==> config.mk <==
export PLATFORM = sky130hd
export DESIGN_NAME = dmem_arbiter
export DESIGN_NICKNAME = d
export VERILOG_FILES = /design/src/rtl/dmem_arbiter.sv
export SDC_FILE = /design/constraint.sdc
export NUM_CORES = 1
export LEC_CHECK = 0
export BUFFER_PORTS_ARGS = -buffer_cell sky130_fd_sc_hd__buf_2
export CAP_MARGIN = 20
export CORE_UTILIZATION = 40
export DETAILED_ROUTE_END_ITERATION = 10
export GPL_ROUTABILITY_DRIVEN = 1
export HOLD_SLACK_MARGIN = 0.08
export PLACE_DENSITY = 0.79
export SLEW_MARGIN = 20
export SYNTH_ARGS = -nofsm -noshare
export SYNTH_HDL_FRONTEND = slang
export SYNTH_SLANG_ARGS = --single-unit
==> constraint.sdc <==
create_clock -name clk -period 1.7 [get_ports clk]
set_input_delay 0.085 -clock clk [delete_from_list [all_inputs] [get_ports clk]]
set_output_delay 0.085 -clock clk [all_outputs]
set_load 0.02 [all_outputs]
==> src/rtl/dmem_arbiter.sv <==
// Round-robin arbiter sharing the single-port data memory between the MEM-stage
// CPU port and the debug/loader port, with a fixed number of memory wait states.
module dmem_arbiter #(
   parameter int WORD_LEN    = 32,
   parameter int WAIT_STATES = 2
) (
   input  logic                clk,
   input  logic                rst,
   input  logic                cpu_rd_en,
   input  logic                cpu_wr_en,
   input  logic [WORD_LEN-1:0] cpu_addr,
   input  logic [WORD_LEN-1:0] cpu_wdata,
   output logic [WORD_LEN-1:0] cpu_rdata,
   output logic                cpu_stall,
   input  logic                dbg_req,
   input  logic                dbg_we,
   input  logic [WORD_LEN-1:0] dbg_addr,
   input  logic [WORD_LEN-1:0] dbg_wdata,
   output logic [WORD_LEN-1:0] dbg_rdata,
   output logic                dbg_ack,
   output logic                mem_rd_en,
   output logic                mem_wr_en,
   output logic [WORD_LEN-1:0] mem_addr,
   output logic [WORD_LEN-1:0] mem_wdata,
   input  logic [WORD_LEN-1:0] mem_rdata
);

   localparam int CNT_W = (WAIT_STATES > 0) ? $clog2(WAIT_STATES + 1) : 1;

   typedef enum logic {IDLE, BUSY} state_t;
   typedef enum logic {OWN_CPU, OWN_DBG} owner_t;

   state_t              state_q, state_d;
   owner_t              owner_q, owner_d;
   owner_t              last_grant_q, last_grant_d;
   logic [CNT_W-1:0]    cnt_q, cnt_d;
   logic [WORD_LEN-1:0] addr_q, addr_d;
   logic [WORD_LEN-1:0] wdata_q, wdata_d;
   logic                we_q, we_d;
   logic                cpu_done_q, cpu_done_d;
   logic                dbg_done_q, dbg_done_d;
   logic [WORD_LEN-1:0] cpu_rdata_q, cpu_rdata_d;
   logic [WORD_LEN-1:0] dbg_rdata_q, dbg_rdata_d;

   logic cpu_req;
   logic cpu_elig;
   logic dbg_elig;
   logic busy;

   assign cpu_req  = cpu_rd_en | cpu_wr_en;
   // A port whose done pulse is high must not be re-granted on a still-held request.
   assign cpu_elig = cpu_req & ~cpu_done_q;
   assign dbg_elig = dbg_req & ~dbg_done_q;

   always_comb begin
      // NOTE: every next-state signal gets a default first so no path leaves it unassigned (no latch).
      state_d      = state_q;
      owner_d      = owner_q;
      last_grant_d = last_grant_q;
      cnt_d        = cnt_q;
      addr_d       = addr_q;
      wdata_d      = wdata_q;
      we_d         = we_q;
      cpu_done_d   = 1'b0;
      dbg_done_d   = 1'b0;
      cpu_rdata_d  = cpu_rdata_q;
      dbg_rdata_d  = dbg_rdata_q;

      unique case (state_q)
         IDLE: begin
            if (cpu_elig && (!dbg_elig || last_grant_q == OWN_DBG)) begin
               state_d      = BUSY;
               owner_d      = OWN_CPU;
               last_grant_d = OWN_CPU;
               cnt_d        = CNT_W'(WAIT_STATES);
               addr_d       = cpu_addr;
               wdata_d      = cpu_wdata;
               we_d         = cpu_wr_en;
            end else if (dbg_elig) begin
               state_d      = BUSY;
               owner_d      = OWN_DBG;
               last_grant_d = OWN_DBG;
               cnt_d        = CNT_W'(WAIT_STATES);
               addr_d       = dbg_addr;
               wdata_d      = dbg_wdata;
               we_d         = dbg_we;
            end
         end
         BUSY: begin
            if (cnt_q != '0) begin
               cnt_d = cnt_q - 1'b1;
            end else begin
               state_d = IDLE;
               if (owner_q == OWN_CPU) begin
                  cpu_done_d = 1'b1;
                  if (!we_q) cpu_rdata_d = mem_rdata;
               end else begin
                  dbg_done_d = 1'b1;
                  if (!we_q) dbg_rdata_d = mem_rdata;
               end
            end
         end
         default: state_d = IDLE;
      endcase
   end

   always_ff @(posedge clk) begin
      if (rst) begin
         state_q      <= IDLE;
         owner_q      <= OWN_CPU;
         last_grant_q <= OWN_DBG;
         cnt_q        <= '0;
         addr_q       <= '0;
         wdata_q      <= '0;
         we_q         <= 1'b0;
         cpu_done_q   <= 1'b0;
         dbg_done_q   <= 1'b0;
         cpu_rdata_q  <= '0;
         dbg_rdata_q  <= '0;
      end else begin
         // NOTE: state registers use non-blocking assignments so all update together at the edge.
         state_q      <= state_d;
         owner_q      <= owner_d;
         last_grant_q <= last_grant_d;
         cnt_q        <= cnt_d;
         addr_q       <= addr_d;
         wdata_q      <= wdata_d;
         we_q         <= we_d;
         cpu_done_q   <= cpu_done_d;
         dbg_done_q   <= dbg_done_d;
         cpu_rdata_q  <= cpu_rdata_d;
         dbg_rdata_q  <= dbg_rdata_d;
      end
   end

   // Gating with rst keeps a final-cycle write from escaping in the reset cycle.
   assign busy      = (state_q == BUSY) & ~rst;
   assign mem_rd_en = busy & ~we_q;
   assign mem_wr_en = busy & we_q & (cnt_q == '0);
   assign mem_addr  = busy ? addr_q  : '0;
   assign mem_wdata = busy ? wdata_q : '0;

   assign cpu_rdata = cpu_rdata_q;
   assign dbg_rdata = dbg_rdata_q;
   assign dbg_ack   = dbg_done_q;
   assign cpu_stall = cpu_elig;

endmodule

==> out/qor.yml, run 1 <==
outcome: "finished clean"
cp_max_fo: 16
post_synth_num_cell_types: 39
min_period_ns: 1.683
grt_pass1_vias: 8194
nets: 1362
synthesis.area_sq_um: 6869
drt-total-wl_mm: 27.25
area.sequential_sq_um: 2726
powerDensity_nw_per_um2: 916.0
fillCellCount: 1255
hold_class: "input pin to flop"
cp.required_ns: 1.62
grt_pass1_wl_mm: 41.60
synthTopCellsByArea: "dfxtp_1 40%, a311oi_2 11%, a211oi_1 7.3%"
tightest_slew_ns: 0.6216
design_power_total_mw: 10.06
clk_latency_ns: 0.41
clk_pin_slew_ns: 0.06
hold_viol: 0
start_util: 0.4113
fin_tns_setup_ns: 0
cts.sinks: 136
power.leakage_nw: 4.631
cts_buffers: 17
synth_largest_area_cell: "dfxtp_1"
synth_ff_type: "dfxtp_1"
ys_seq_elements: 136
place_hpwl_mm: 14.07
cts_root_buf: "clkbuf_16"
first_pass_iters: 6
setup_ws_ns: 0.01678
antenna_found_initial: 2
multi_input_area_sq_um: 3685
dieArea_sq_um: 17700
syn_inst: 781
cts_tree: "built"
synth.top_cell.area_share: 0.3964
ys_async_sr_fraction: 0
cp-start-kind: "flop"
gp_congestion: 0.8022
vias: 8135
critPathKind: "flop to output port"
ant_nets: 0
io_pins: 298
syn_avg_cell_area_sq_um: 8.795
slew_violations: 0
yosysSeqAreaShare: 0.3964
rsz0062_at_grt: "yes"
htree_levels: 4
drtIter0Drc: 577
gr-usage-all-layers: 0.2976
core_area_sq_um: 16700
port-buffer-count: 297
wl_per_cell_um: 19.05
crit_arrival_ns: 1.60
crit_path_end_kind: "output port"
vias_per_cell: 5.689
cap_violations: 0
slew_headroom: 0.5856
synth_warnings: 0
synth_nets: 948
skew_ns: 0.005858
chipHeight_um: 133.0
setup-violations-final: 0
drive_above_1_share: 0.3825
max_freq_ghz: 0.5941
grt_overflow: 0
drc_errors: 0
fp-row-count: 47
clock_path_buffers: 2
synth_edf_count: 0
grt_max_degree: 96
yosysMostFrequentCell: "dfxtp_1"
post-place-ws_ns: 0.1370
finalCritPeriodShare: 0.9901
vdd_drop_max_v: 0.0006600
area_delta_synth_final_pct: 59.93
die_w_um: 133.0
synth_commonest_cells: "136 x dfxtp_1, 129 x nand2_1, 67 x a211oi_1, 67 x a21oi_1, 64 x and2_1"
==> registers in the layout, summed over array words and instances (netlist names) <==
| signal | flops |
|---|---|
| owner_q | 1 |
| state_q | 1 |
| cnt_q | 2 |
| cpu_rdata | 32 |
| we_q | 1 |
| dbg_rdata | 32 |
| wdata_q | 32 |
| dbg_ack | 1 |
| addr_q | 32 |
| last_grant_q | 1 |
| cpu_done_q | 1 |
==> layout by cell type, fill, tap and decap left out, types with 2 or more instances in the layout <==
master         instances
a311oi_2              50
nand2_1              129
nand3_2               30
buf_2                265
nor3b_4                2
inv_6                  5
a211oi_1              67
nand3_1               34
and2_1                57
diode_2                2
inv_1                  3
buf_12                15
o21ai_0               61
clkbuf_16             18
dlygate4sd3_1        162
dfxtp_1              135
buf_4                 40
buf_6                  4
and2_4                 7
inv_8                  3
a311oi_1              15
o21ai_1                4
nor3_1                 4
a21oi_1               67
clkinv_4               5
==> logic make-up after synthesis <==
logic type	Yosys count	share of synthesized area
mux	1	0.001639
flops	136	0.3964
compound gates	268	0.3029
buf+inv	99	0.07832
simple gates	276	0.2189
fa+ha+maj	1	0.001821
==> critical path: stages (launching register included) <==
cell and delay (ns):
dfxtp_4 0.34, nor2b_4 0.20, bufbuf_16 0.32, and2_1 0.16
buf_2 0.17
==> layer usage <==
layer,vias up,track usage,share of wire
met5,-,0,0
met4,0,0.1686,0.054
met3,140,0.06935,0.080
met2,555,0.5140,0.49
met1,3772,0.3359,0.38
li1,3668,-,-
==> cell type report <==
| class | instances | share of cell area |
|---|---|---|
| flip-flops and latches | 136 | 0.2482 |
| diodes | 2 | 0.0004556 |
| clock buffers | 17 | 0.03872 |
| well taps | 220 | 0.02506 |
| inverters | 4 | 0.001481 |
| multi-input cells | 546 | 0.3354 |
| repair buffers | 490 | 0.3362 |
| clock inverters | 15 | 0.01446 |
==> repair_timing <==
item                                    in CTS  in global routing
buffers inserted                             3                  0
gates resized for setup                      2                 47
cloned                                       1                  2
endpoints found under the setup margin      67                 55
hold buffers                               162                  0
pin swaps                                    0                  1
endpoints found under the hold margin      129                  0
==> stage by stage <==
stage / util / hold slack, ns / instance area [sq um] / cells
6_report: 0.6578 / 0.2661 / 10990 / 1430
2_1_floorplan: - / 0.2210 / 6869 / 781
5_1_grt: 0.6578 / 0.2816 / 10990 / 1430
4_1_cts: 0.6476 / 0.2402 / 10820 / 1426
3_3_place_gp: 0.5112 / 0.3381 / 8538 / 1228
3_5_place_dp: 0.5112 / 0.3433 / 8538 / 1228
==> worst paths after layout <==
| kind | start | to | slack [ns] | cells past startpoint |
|---|---|---|---|---|
| max | state_q | mem_addr[8] | 0.02 | 4 |
| max reg2reg | state_q | wdata_q[18] | 0.03 | 5 |
| min | rst | state_q | 0.27 | 3 |
| min reg2reg | dbg_rdata[5] | dbg_rdata[5] | 0.45 | 2 |
==> report_power, final <==
| part | internal, mW | switching (mW) |
|---|---|---|
| sequential | 3.50 | 0.176 |
| clock | 2.08 | 1.59 |
| combinational | 1.22 | 1.50 |
Note: power is estimated with default switching activity, not from simulation.
==> run 2: changes to the inputs <==
--- a/config.mk
+++ b/config.mk
@@ -7,6 +7,7 @@
 export LEC_CHECK = 0
 export BUFFER_PORTS_ARGS = -buffer_cell sky130_fd_sc_hd__buf_2
 export CAP_MARGIN = 20
+export CORE_ASPECT_RATIO = 1.25
 export CORE_UTILIZATION = 40
 export DETAILED_ROUTE_END_ITERATION = 10
 export GPL_ROUTABILITY_DRIVEN = 1
==> run 2 against run 1 <==
  * Wire length shrank 1.2%
  * Clock skew is 0.0047 ns higher
  * Maximum frequency is 1.2% higher
  * Highest routed layer unchanged
  * Flip-flop and latch count did not move
  * Sequential share of layout area rose by 0.11 points
  * Clock-buffer cell count stayed put
  * Cell area fell by 0.42%
  * Critical path depth is 2 higher
  * Final cell count barely moved
  * Critical path type is now input pin to output port
  * Die area about the same
  * Critical endpoint is now cpu_stall
  * Largest cell class unchanged
  * Register-to-register slack improved by 0.04 ns
  * Core utilization is 0.58 points lower
==> out/qor.yml, run 2 (synthesized netlist as in run 1, its figures left out) <==
reg2reg_from: "state_q"
crit_path_end_kind: "output port"
drtIter0Drc: 599  # +3.8%
area_delta_synth_final_pct: 59.25
start_util: 0.4094  # -0.001871
cpLargestDelayFamily: "buffers and inverters"
cap_violations: 0  # unchanged
slowest_delay_ns: 0.57  # +0.23 ns
finalCritPeriodShare: 0.9787  # -0.01139
layout_commonest_cell: "buf_2"
postLayoutCoreUtil: 0.6520  # -0.005751
place_hpwl_mm: 14.61  # +3.9%
clock_path_buffers: 2  # unchanged
power.leakage_nw: 4.624  # -0.14%
gr-usage-all-layers: 0.2997  # +0.002075
setup-violations-final: 0  # unchanged
endpoint: "cpu_stall"
cts_root_buf: "clkbuf_16"
crit_arrival_ns: 1.58  # -0.02 ns
first_pass_iters: 6  # unchanged
fp-row-count: 53  # +13%
post-place-ws_ns: 0.1791  # +0.04206 ns
vias: 8105  # -0.37%
clk_pin_slew_ns: 0.06  # about the same
crit_path_start: "cpu_wr_en"
reg2regPathDepth: 5  # unchanged
grt_max_degree: 138  # +44%
grt_overflow: 0  # unchanged
slew_headroom: 0.4450  # -0.1406
drt-total-wl_mm: 26.93  # -1.2%
drive_above_1_share: 0.3790  # -0.003425
skew_ns: 0.01057  # +0.004716 ns
path_cells: "dlygate4sd3_1 -> buf_2 -> o21bai_4 -> clkinv_4 -> buf_12 -> buf_2"
core_area_sq_um: 16780  # +0.46%
slew_violations: 0  # unchanged
crit_top_cell: "buf_2"
io_pins: 298  # unchanged
cp-start-kind: "input pin"
antenna_found_initial: 0  # -2
max_freq_ghz: 0.6010  # +1.2%
outcome: "finished clean"
cts_buffers: 17  # unchanged
ant_nets: 0  # unchanged
grt_pass1_vias: 8280  # +1.0%
chipHeight_um: 148.5  # +12%
cp.depth: 6  # +2
fin_tns_setup_ns: 0  # unchanged
cp.buffers_inverters: 5  # +3
r2r_slack_ns: 0.07  # +0.04 ns
powerDensity_nw_per_um2: 902.5  # -1.5%
wl_per_cell_um: 18.82  # -1.2%
r2r-end: "addr_q[28]"
nets: 1366  # +0.29%
tightest_slew_ns: 0.8324  # +0.2109 ns
cp_max_fo: 36  # +20
cts_tree: "built"
rsz0062_at_grt: "no"
n_antenna_cell: 0  # -2
grt_pass1_wl_mm: 41.90  # +0.73%
layout_common_cells: "277 x buf_2, 162 x dlygate4sd3_1, 135 x dfxtp_1, 129 x nand2_1"
die_w_um: 119.2  # -10%
port-buffer-count: 297  # unchanged
cp_slowest_cell: "dlygate4sd3_1"
gp_congestion: 0.8532  # +6.4%
fillCellCount: 1239  # -1.3%
drc_errors: 0  # unchanged
min_period_ns: 1.664  # -0.01936 ns
hold_viol: 0  # unchanged
fin_hold_ws_ns: 0.3040  # +0.03787 ns
setup_ws_ns: 0.03614  # +0.01936 ns
dieArea_sq_um: 17700  # about the same
htree_levels: 4  # unchanged
vias_per_cell: 5.664  # -0.44%
hold_class: "input pin to flop"
critPathKind: "input pin to output port"
vdd_drop_max_v: 0.0006538  # -0.95%
cts.sinks: 136  # unchanged
clk_latency_ns: 0.41  # about the same
cp.required_ns: 1.62  # about the same
==> run 2: cell types whose count changed in the layout (fill, tap and decap cells not counted), moves of 2 or more <==
cell	before	now
and2_1	57	62
buf_4	40	22
clkinvlp_4	1	3
buf_6	4	17
and2_4	7	2
clkinv_2	1	4
inv_6	5	3
diode_2	2	0
inv_8	3	0
buf_2	265	277
==> run 2: per-stage QoR <==
step / std cells / total power, mW / cell area (sq um)
after floorplan: 781 / 5.251 / 6869
after global routing: 1431 / 10.27 / 10940
after detailed placement: 1232 / 6.015 / 8559
after global placement: 1232 / 5.962 / 8559
final: 1431 / 9.872 / 10940
after CTS: 1432 / 9.837 / 10930
==> run 2: worst min path at each step <==
stage | startpoint | end | slack, ns | cells after the start
final | rst | wdata_q[12] | 0.30 | 3
after global routing | cpu_rd_en | addr_q[18] | 0.34 | 4
after CTS | rst | cpu_rdata[8] | 0.31 | 3
after detailed placement | mem_rdata[5] | dbg_rdata[5] | 0.35 | 3
after global placement | mem_rdata[25] | dbg_rdata[25] | 0.34 | 3
after floorplan | mem_rdata[0] | cpu_rdata[0] | 0.22 | 2
==> run 2: where the power goes <==
group	total, mW	internal, mW	switching (mW)
registers	3.68	3.51	0.177
clock network	3.46	2.01	1.45
logic	2.72	1.24	1.49
total	9.87	6.75	3.12
==> run 2: worst register-to-register path: stages, from the launching register on <==
cell and delay [ns]:
dfxtp_4 0.34, buf_4 0.14, nor3b_4 0.38, a21o_4 0.25, buf_12 0.23, a311oi_2 0.15
==> run 2: area by class of cell <==
| cell class | count | area (sq um) | area share |
|---|---|---|---|
| clock buffer | 17 | 425.4 | 0.03889 |
| clock inverter | 14 | 125.1 | 0.01144 |
| inverter | 4 | 20.02 | 0.001830 |
| multi-input combinational | 546 | 3670 | 0.3355 |
| sequential | 136 | 2726 | 0.2492 |
| tap | 220 | 275.3 | 0.02516 |
| timing repair buffer | 494 | 3697 | 0.3380 |
==> run 2: what timing repair did <==
action	in CTS	in global routing
gates resized for setup	31	11
endpoints found under the hold margin	129	0
cloned	2	0
hold buffers	162	0
setup buffers	5	0
setup endpoints to repair	61	34
==> run 2: per-layer routing <==
layer  GRT usage  up-vias  share of wire
met2      0.5096      520           0.50
met4      0.2285        0          0.061
li1            -     3672              -
met3     0.05867      145          0.067
met5           0        -              0
met1      0.3294     3768           0.37
